File: src/rtl/multiplicador_sec_if.sv
// Request/response bundle of the sequential multiplier: operands and start in,
// registered product with busy/done status out.
interface multiplicador_sec_if #(parameter int N = 6);
    logic           start;
    logic [N-1:0]   num1;
    logic [N-1:0]   num2;
    logic [2*N-1:0] result;
    logic           busy;
    logic           done;

    modport master (output start, num1, num2, input result, busy, done);
    modport slave  (input start, num1, num2, output result, busy, done);
endinterface

File: src/rtl/multiplicador_sec.sv
// Unsigned shift-and-add multiplier: one adder pass per multiplier bit,
// N iterations plus one FIN cycle that pulses done with the product.
module sumador #(parameter int N = 6) (
    input  logic [N-1:0] num1,
    input  logic [N-1:0] num2,
    input  logic         c_1,
    output logic [N-1:0] result,
    output logic         c_o
);
    assign {c_o, result} = {1'b0, num1} + {1'b0, num2} + {{N{1'b0}}, c_1};
endmodule

module multiplicador_sec #(parameter int N = 6) (
    input  logic             clk,
    input  logic             rst,
    multiplicador_sec_if.slave bus
);
    localparam int CW = $clog2(N + 1);
    localparam logic [CW-1:0] LAST = CW'(N - 1);

    typedef enum logic [1:0] {IDLE, CALC, FIN} state_t;

    state_t         state, state_next;
    logic [N-1:0]   a, p, q;
    logic [CW-1:0]  cnt;
    logic [N-1:0]   add_b, add_sum;
    logic           add_co;
    logic [N:0]     s;

    assign add_b = q[0] ? a : '0;

    sumador #(.N(N)) u_sumador (
        .num1   (p),
        .num2   (add_b),
        .c_1    (1'b0),
        .result (add_sum),
        .c_o    (add_co)
    );

    assign s = {add_co, add_sum};

    // NOTE: state and datapath registers use <= so every flop samples the
    // pre-edge values, regardless of statement order.
    always_ff @(posedge clk or posedge rst) begin
        if (rst) state <= IDLE;
        else     state <= state_next;
    end

    // NOTE: default first, so no path through the case leaves a latch.
    always_comb begin
        state_next = state;
        case (state)
            IDLE:    if (bus.start) state_next = CALC;
            CALC:    if (cnt == LAST) state_next = FIN;
            FIN:     state_next = IDLE;
            default: state_next = IDLE;
        endcase
    end

    always_comb begin
        bus.busy = (state == CALC) || (state == FIN);
        bus.done = (state == FIN);
    end

    // {P,Q} <= {S,Q} >> 1: carry lands in P[N-1], S[0] in Q[N-1].
    always_ff @(posedge clk or posedge rst) begin
        if (rst) begin
            a          <= '0;
            p          <= '0;
            q          <= '0;
            cnt        <= '0;
            bus.result <= '0;
        end else begin
            case (state)
                IDLE: begin
                    if (bus.start) begin
                        a   <= bus.num1;
                        q   <= bus.num2;
                        p   <= '0;
                        cnt <= '0;
                    end
                end
                CALC: begin
                    p   <= s[N:1];
                    q   <= {s[0], q[N-1:1]};
                    cnt <= cnt + CW'(1);
                    if (cnt == LAST) bus.result <= {s[N:1], s[0], q[N-1:1]};
                end
                default: ;
            endcase
        end
    end
endmodule

File: src/flat_wrapper.sv
// flat-port wrapper written by rule: the top's interface ports become plain ports
module multiplicador_sec_flat 
#(parameter int N = 6)
  (clk, rst, bus_start, bus_num1, bus_num2, bus_result, bus_busy, bus_done);
  multiplicador_sec_if #(.N(N)) bus_i ();
  input  logic clk;
  input  logic rst;
  input wire logic [$bits(bus_i.start)-1:0] bus_start;
  input wire logic [$bits(bus_i.num1)-1:0] bus_num1;
  input wire logic [$bits(bus_i.num2)-1:0] bus_num2;
  output wire logic [$bits(bus_i.result)-1:0] bus_result;
  output wire logic [$bits(bus_i.busy)-1:0] bus_busy;
  output wire logic [$bits(bus_i.done)-1:0] bus_done;
  assign bus_i.start = bus_start;
  assign bus_i.num1 = bus_num1;
  assign bus_i.num2 = bus_num2;
  assign bus_result = bus_i.result;
  assign bus_busy = bus_i.busy;
  assign bus_done = bus_i.done;
  multiplicador_sec #(.N(N)) u_core (.clk(clk), .rst(rst), .bus(bus_i));
endmodule
File: config.mk
export PLATFORM = sky130hd
export DESIGN_NAME = multiplicador_sec_flat
export DESIGN_NICKNAME = d
export VERILOG_FILES = /design/src/rtl/multiplicador_sec_if.sv /design/src/rtl/multiplicador_sec.sv /design/src/flat_wrapper.sv
export SDC_FILE = /design/constraint.sdc
export NUM_CORES = 1
export LEC_CHECK = 0
export ABC_AREA = 1
export BUFFER_PORTS_ARGS = -buffer_cell sky130_fd_sc_hd__buf_2
export CORE_MARGIN = 2
export CORE_UTILIZATION = 56
export CTS_CLUSTER_DIAMETER = 120
export DETAILED_ROUTE_END_ITERATION = 8
export PLACE_DENSITY_LB_ADDON = 0.08
export SYNTH_ARGS = -nofsm -noshare
export SYNTH_HDL_FRONTEND = slang
export SYNTH_HIERARCHICAL = 1
export SYNTH_SLANG_ARGS = --single-unit
File: constraint.sdc
create_clock -name clk -period 2.3 [get_ports clk]
set_input_delay 0.345 -clock clk [delete_from_list [all_inputs] [get_ports clk]]
set_output_delay 0.345 -clock clk [all_outputs]
set_load 0.01 [all_outputs]
==> flow_summary.yaml, run 1 <==
worst_hold_path:
  hold_class: "in -> async"
yosys:
  synth.distinct_cells: 23
  syn_area_per_cell_um2: 8.47
  synth-edff-count: 0
  synth_nets: 258
  ys.flop_type: "dfrtp_1"
  syn_area_mm2: 0.00196
  synth-seq-area-share_pct: 44.8
  synth.top_cells.by_count: "nand2_1, dfrtp_1, inv_1"
  synth-seq-cells: 35
  ys_async_sr_fraction_pct: 100
  yosys_warnings: 6
  syn_inst: 231
  synth_area_leader_cell: "dfrtp_1"
  synth_top_area_share_pct: 44.8
  yosysMostFrequentCell: "nand2_1"
  ys_top_cells_by_area: "dfrtp_1, nand2_1, o21ai_2"
critical_path:
  worstSetupPathType: "reg -> reg"
  crit_slowest_cell: "dfrtp_1"
  worstPathMaxFanout: 7
  start_kind: "flop"
  crit_path_frequent_cell: "inv_1"
  worst_ep_arrival_time_ps: 2250
  path_cells: "nand2_1 -> inv_1 -> fa_1 -> inv_1 -> fa_1 -> nand3b_1 -> nand2_1 -> xor2_1 -> inv_1 -> o21ai_2"
  required_ps: 2550
  cpLargestDelayFamily: "adder cells"
  cpPeakStageDelay_ps: 460
  r2r_slack_ps: 300
  worstSetupEndpointType: "flop"
  cp_num_buf_inv: 3
sta:
  setup_tns_ps: 0
  setup_viol: 0
  rsz0062_at_grt: "false"
  fin_skew_ps: 4.78
  period_minus_slack_ps: 2000
  fin_crit_sh_pct: 86.8
  hold_viol: 0
  report.final.slew_viol_count: 0
  clock.fmax_mhz: 501
clocking:
  htreeDepth: 2
  post_cts_buffers: 0
  cts_buffers: 5
  path_clk_slew_ps: 100
  cts_tree: "done"
  clk_path_buf_depth: 2
  clkSinkCount: 35
  cts_resized: 0
  holdBufCountCts: 0
  root_buffer: "clkbuf_4"
  insertion_delay_ps: 320
global_route:
  grt_overflow: 0
  grt_max_degree: 36
  grt_pass1_wl_um: 6360
  track_usage_pct: 20.1
  antenna_found_initial: 0
  grt_pass1_vias: 1475
route:
  first_pass_iters: 4
  drt-initial-drc-count: 62
  post_drt_via_cell_ratio: 4.77
  wire_per_inst_um: 10.9
  final_antenna_net_count: 0
  wl_um: 3360
  route.detailed.drc: 0
  via_count: 1474
placement:
  dp_hpwl_um: 2490
  globalplace.congestion: 0.860
  portBuffers: 28
floorplan:
  core_mm2: 0.00334
  row_count: 21
  die_h_um: 63.1
  top_level_ports: 29
  die_w_um: 63.1
  die_area_mm2: 0.00398
  initial_core_util_pct: 58.6
pwr:
  total_power_mw: 2.37
  p_leak_nw: 1.24
  ir_drop_v: 0.000683
  p_per_area_mw_per_mm2: 1090
layout:
  nets: 290
  area.growth.synth_to_final_pct: 11.2
  drive_gt1_share_pct: 24.7
  nFillCells: 313
  antennaDiodeCount: 0
run_status:
  status: "completed"
run:
  cap_violations: 0
==> area by class of cell <==
type                    count  area [um^2]  area share [%]
multi-input cells         155          890            40.9
flip-flops and latches     35          876            40.3
repair buffers             30          155            7.13
inverters                  36          140            6.44
well taps                  46         57.6            2.65
clock buffers               6         51.3            2.36
clock inverters             1         5.00           0.230
==> path summary, 6_finish.rpt <==
kind / start / to / cells after the start
hold reg to reg: u_core/bus.result[0] / u_core/bus.result[0] / 2
min in group clk: bus_num1[5] / u_core/a[5] / 3
setup / recovery: u_core/q[0] / u_core/bus.result[9] / 10
setup reg to reg: u_core/q[0] / u_core/bus.result[9] / 10
max in group asynchronous: rst / u_core/q[1] / 3
hold / removal: rst / u_core/state[1] / 3
==> flip-flops by register name, summed over array words and instances, names as in the netlist <==
name,flops
u_core/p,6
u_core/q,6
u_core/bus.result,12
u_core/state,2
u_core/a,6
u_core/cnt,3
==> where the power goes <==
part / total (mW) / switching, mW / internal (mW)
Sequential: 0.926 / 0.118 / 0.808
Clock: 0.335 / 0.193 / 0.142
Combinational: 1.11 / 0.722 / 0.392
Total: 2.37 / 1.03 / 1.34
==> metal layers <==
| metal | share of wire [%] | wire [um] | GRT usage, % | up-vias |
|---|---|---|---|---|
| li1 | - | - | - | 768 |
| met1 | 51 | 1700 | 25.1 | 667 |
| met2 | 44 | 1480 | 34.6 | 34 |
| met3 | 4.4 | 148 | 4.46 | 5 |
| met4 | 1.0 | 35 | 6.67 | 0 |
| met5 | 0 | 0 | 0 | - |
==> cells by family (layout without fill, tap and decap cells) <==
kind of cell / Yosys count / in the layout / synth area share (%)
other cells: 1 / 1 / 0.192
xor+xnor: 3 / 3 / 1.34
buf+inv: 41 / 73 / 9.72
fa+ha+maj: 12 / 12 / 8.45
flops: 35 / 35 / 44.8
compound gates: 26 / 26 / 10.5
simple gates: 113 / 113 / 25.0
==> stage by stage <==
stage          instances  area [um^2]  hold slack, ps  util, %  setup slack [ps]
6_report             309         2170            92.3     65.2               304
5_1_grt              309         2170             144     65.2               184
4_1_cts              309         2170             103     65.2               313
2_1_floorplan        231         1960             449        -               500
3_5_place_dp         302         2120             466     63.5               335
3_3_place_gp         302         2120             460     63.5               413
==> cells in the final DEF, fill, tap and decap left out, types with 2 or more instances in the layout <==
cell	n
nand2_1	92
dfrtp_1	35
inv_1	33
buf_2	28
o21ai_2	19
nand3_1	10
ha_1	10
clkbuf_4	5
a21oi_1	5
nor2_1	4
nand2_4	3
nand3_2	2
buf_4	2
xnor2_1	2
fa_1	2
==> worst register-to-register path: stages (launching register included) <==
cell and delay (ps):
dfrtp_1 460, nand2_1 70, inv_1 90, fa_1 220
inv_1 70, fa_1 390, nand3b_1 170, nand2_1 100
xor2_1 180, inv_1 70, o21ai_2 120
Power figures use the tool's default switching activity.
==> run 2, diff against run 1 <==
ABC_AREA = default   (was 1)
CORE_UTILIZATION = 55   (was 56)
==> run 2 against run 1 <==
  * Power is 23% higher
  * Maximum frequency is 9.1% lower
  * Hold slack worse by 30 ps
  * Setup slack worse by 200 ps
  * First-iteration DRC count is 15% lower
  * Combinational power is 20% higher
  * Register-to-register slack worse by 200 ps
  * Via count is 15% lower
  * Clock skew is 3.7 ps higher
  * Synthesized cell count is 35% lower
  * Core utilization is 3.3 points higher
==> flow_summary.yaml, run 2 <==
run_status:
  status: "completed"
worst_hold_path:
  hold_class: "in -> async"
critical_path:
  crit_path_frequent_cell: "fa_2"
  required_ps: 2540
  cpLargestDelayFamily: "adder cells"
  r2r_slack_ps: 100
  start_kind: "flop"
  cpPeakStageDelay_ps: 390
  worst_ep_arrival_time_ps: 2440
  cp.depth: 9
  path_cells: "and2_1 -> fa_2 -> inv_1 -> fa_2 -> nor2b_4 -> o31a_2 -> o21ai_2 -> nand2b_1 -> mux2_2"
  crit_slowest_cell: "fa_2"
  worstSetupPathType: "reg -> reg"
  critical_path.endpoint: "u_core/bus.result[11]"
  r2r_cells: 9
  r2r-start: "u_core/a[0]"
  worstPathMaxFanout: 3
  cp_num_buf_inv: 1
  rr_endpoint: "u_core/bus.result[11]"
  startpoint: "u_core/a[0]"
  worstSetupEndpointType: "flop"
clocking:
  root_buffer: "clkbuf_4"
  cts_tree: "done"
  clk_path_buf_depth: 2
  post_cts_buffers: 0
  clkSinkCount: 35
  htreeDepth: 2
  cts_buffers: 5
  path_clk_slew_ps: 110
  insertion_delay_ps: 350
route:
  route.detailed.drc: 0
  post_drt_via_cell_ratio: 5.43
  wire_per_inst_um: 15.0
  final_antenna_net_count: 0
  via_count: 1254
  wl_um: 3460
  first_pass_iters: 4
  drt-initial-drc-count: 53
sta:
  whs_ps: 62.8
  period_minus_slack_ps: 2200
  clock.fmax_mhz: 455
  report.final.slew_viol_count: 0
  fin_skew_ps: 8.52
  rsz0062_at_grt: "false"
  fin_crit_sh_pct: 95.5
  setup_viol: 0
  hold_viol: 0
  setup_tns_ps: 0
floorplan:
  core_mm2: 0.00310
  initial_core_util_pct: 58.7
  row_count: 20
  top_level_ports: 29
  die_area_mm2: 0.00379
  die_h_um: 61.6
  die_w_um: 61.6
global_route:
  antenna_found_initial: 0
  track_usage_pct: 21.5
  grt_max_degree: 36
  grt_overflow: 0
  grt_pass1_vias: 1193
  grt_pass1_wl_um: 5620
yosys:
  syn_area_per_cell_um2: 12.1
  synth.distinct_cells: 36
  synth-adder-area-share_pct: 9.07
  yosys_warnings: 6
  synth_simple_gate_area_share_pct: 10.8
  ys_async_sr_fraction_pct: 100
  synth_top_area_share_pct: 48.1
  synth-xor-area-share_pct: 1.44
  synth_area_leader_cell: "dfrtp_1"
  synth-seq-area-share_pct: 48.1
  synth_top_family_by_area: "compound AO/OA/AOI/OAI gates"
  ys_top_cells_by_area: "dfrtp_1, mux2_2, ha_1"
  syn_inst: 151
  synth.area.mux_share_pct: 11.7
  synth.top_cells.by_count: "dfrtp_1, mux2_2, ha_1"
  synth-edff-count: 0
  synth_compound_area_share_pct: 14.7
  ys.flop_type: "dfrtp_1"
  synth_nets: 178
  yosysMostFrequentCell: "dfrtp_1"
  syn_area_mm2: 0.00182
  synth-seq-cells: 35
layout:
  layout_commonest_cell: "dfrtp_1"
  regMostFlops: "u_core/bus.result"
  nets: 213
  largest_reg_flops: 12
  layout_common_cells: "dfrtp_1, buf_2, mux2_2"
  area.growth.synth_to_final_pct: 16.6
  drive_gt1_share_pct: 38.5
  stdcell_count: 231
  antennaDiodeCount: 0
  design_area_mm2: 0.00212
  nFillCells: 264
placement:
  place_inst: 223
  portBuffers: 28
  globalplace.congestion: 0.805
  placed_area_mm2: 0.00201
  dp_hpwl_um: 2510
pwr:
  p_per_area_mw_per_mm2: 1370
  p_leak_nw: 1.03
  ir_drop_v: 0.000765
run:
  cap_violations: 0
[run 2: changes by cell type after synthesis, moves of 4 or more]
cell,change
nand2_1,-90
a21oi_1,+4
a221o_1,+4
nand2b_1,+7
o21ai_2,-18
and2_1,+6
mux2_2,+18
a22o_1,+7
inv_1,-24
nand3_1,-4
[run 2: report_power, final]
part / switching, mW / internal (mW) / leakage [nW] / total [mW]
clock: 0.221 / 0.338 / 0.0514 / 0.559
sequential: 0.157 / 0.870 / 0.438 / 1.03
combinational: 0.672 / 0.662 / 0.544 / 1.33
total: 1.05 / 1.87 / 1.03 / 2.92
[run 2: layout make-up]
class / instances / area (um^2) / share of cell area, %
Tap cell: 44 / 55.1 / 2.59
Timing Repair Buffer: 33 / 178 / 8.36
Sequential cell: 35 / 876 / 41.2
Clock inverter: 3 / 67.6 / 3.18
Clock buffer: 5 / 37.5 / 1.77
Multi-Input combinational cell: 102 / 877 / 41.3
Inverter: 9 / 33.8 / 1.59
[run 2: cells by family after synthesis]
group,count (synthesis)
fa+ha+maj,12
compound gates,35
xor+xnor,3
flops,35
mux,19
buf+inv,14
other cells,1
simple gates,32
[run 2: what timing repair did]
item | in CTS | in global routing
resized for setup | 1 | 1
hold buffers | 0 | 0
hold endpoints to repair | 0 | 0
setup endpoints to repair | 1 | 2
[run 2: worst min path at each step]
stage                                end  cells past startpoint  slack [ps]        start
floorplan                    u_core/a[5]                      1         470  u_core/a[5]
global placement    u_core/bus.result[4]                      3         450          rst
detailed placement  u_core/bus.result[5]                      3         460          rst
CTS                 u_core/bus.result[5]                      3          70          rst
global route        u_core/bus.result[4]                      3         100          rst
finish              u_core/bus.result[5]                      3          60          rst
[run 2: tightest hold or removal path, stage by stage]
cell	delay, ps
buf_2	90
inv_1	40
buf_4	380
[run 2: layer usage]
metal | track usage [%] | up-vias | share of wire, %
met5 | 0 | - | 0
met4 | 11.9 | 0 | 2.3
met3 | 4.62 | 9 | 4.1
met2 | 34.4 | 24 | 51
met1 | 27.0 | 616 | 43
li1 | - | 605 | -
[run 2: metrics by stage]
stage / worst slack [ps] / util, % / power, mW
after detailed placement: 32.8 / 64.9 / 2.38
after global routing: 0.364 / 68.5 / 3.14
after CTS: 21.7 / 68.4 / 2.95
after global placement: 124 / 64.9 / 2.31
final: 104 / 68.5 / 2.92
after floorplan: 116 / - / 2.04
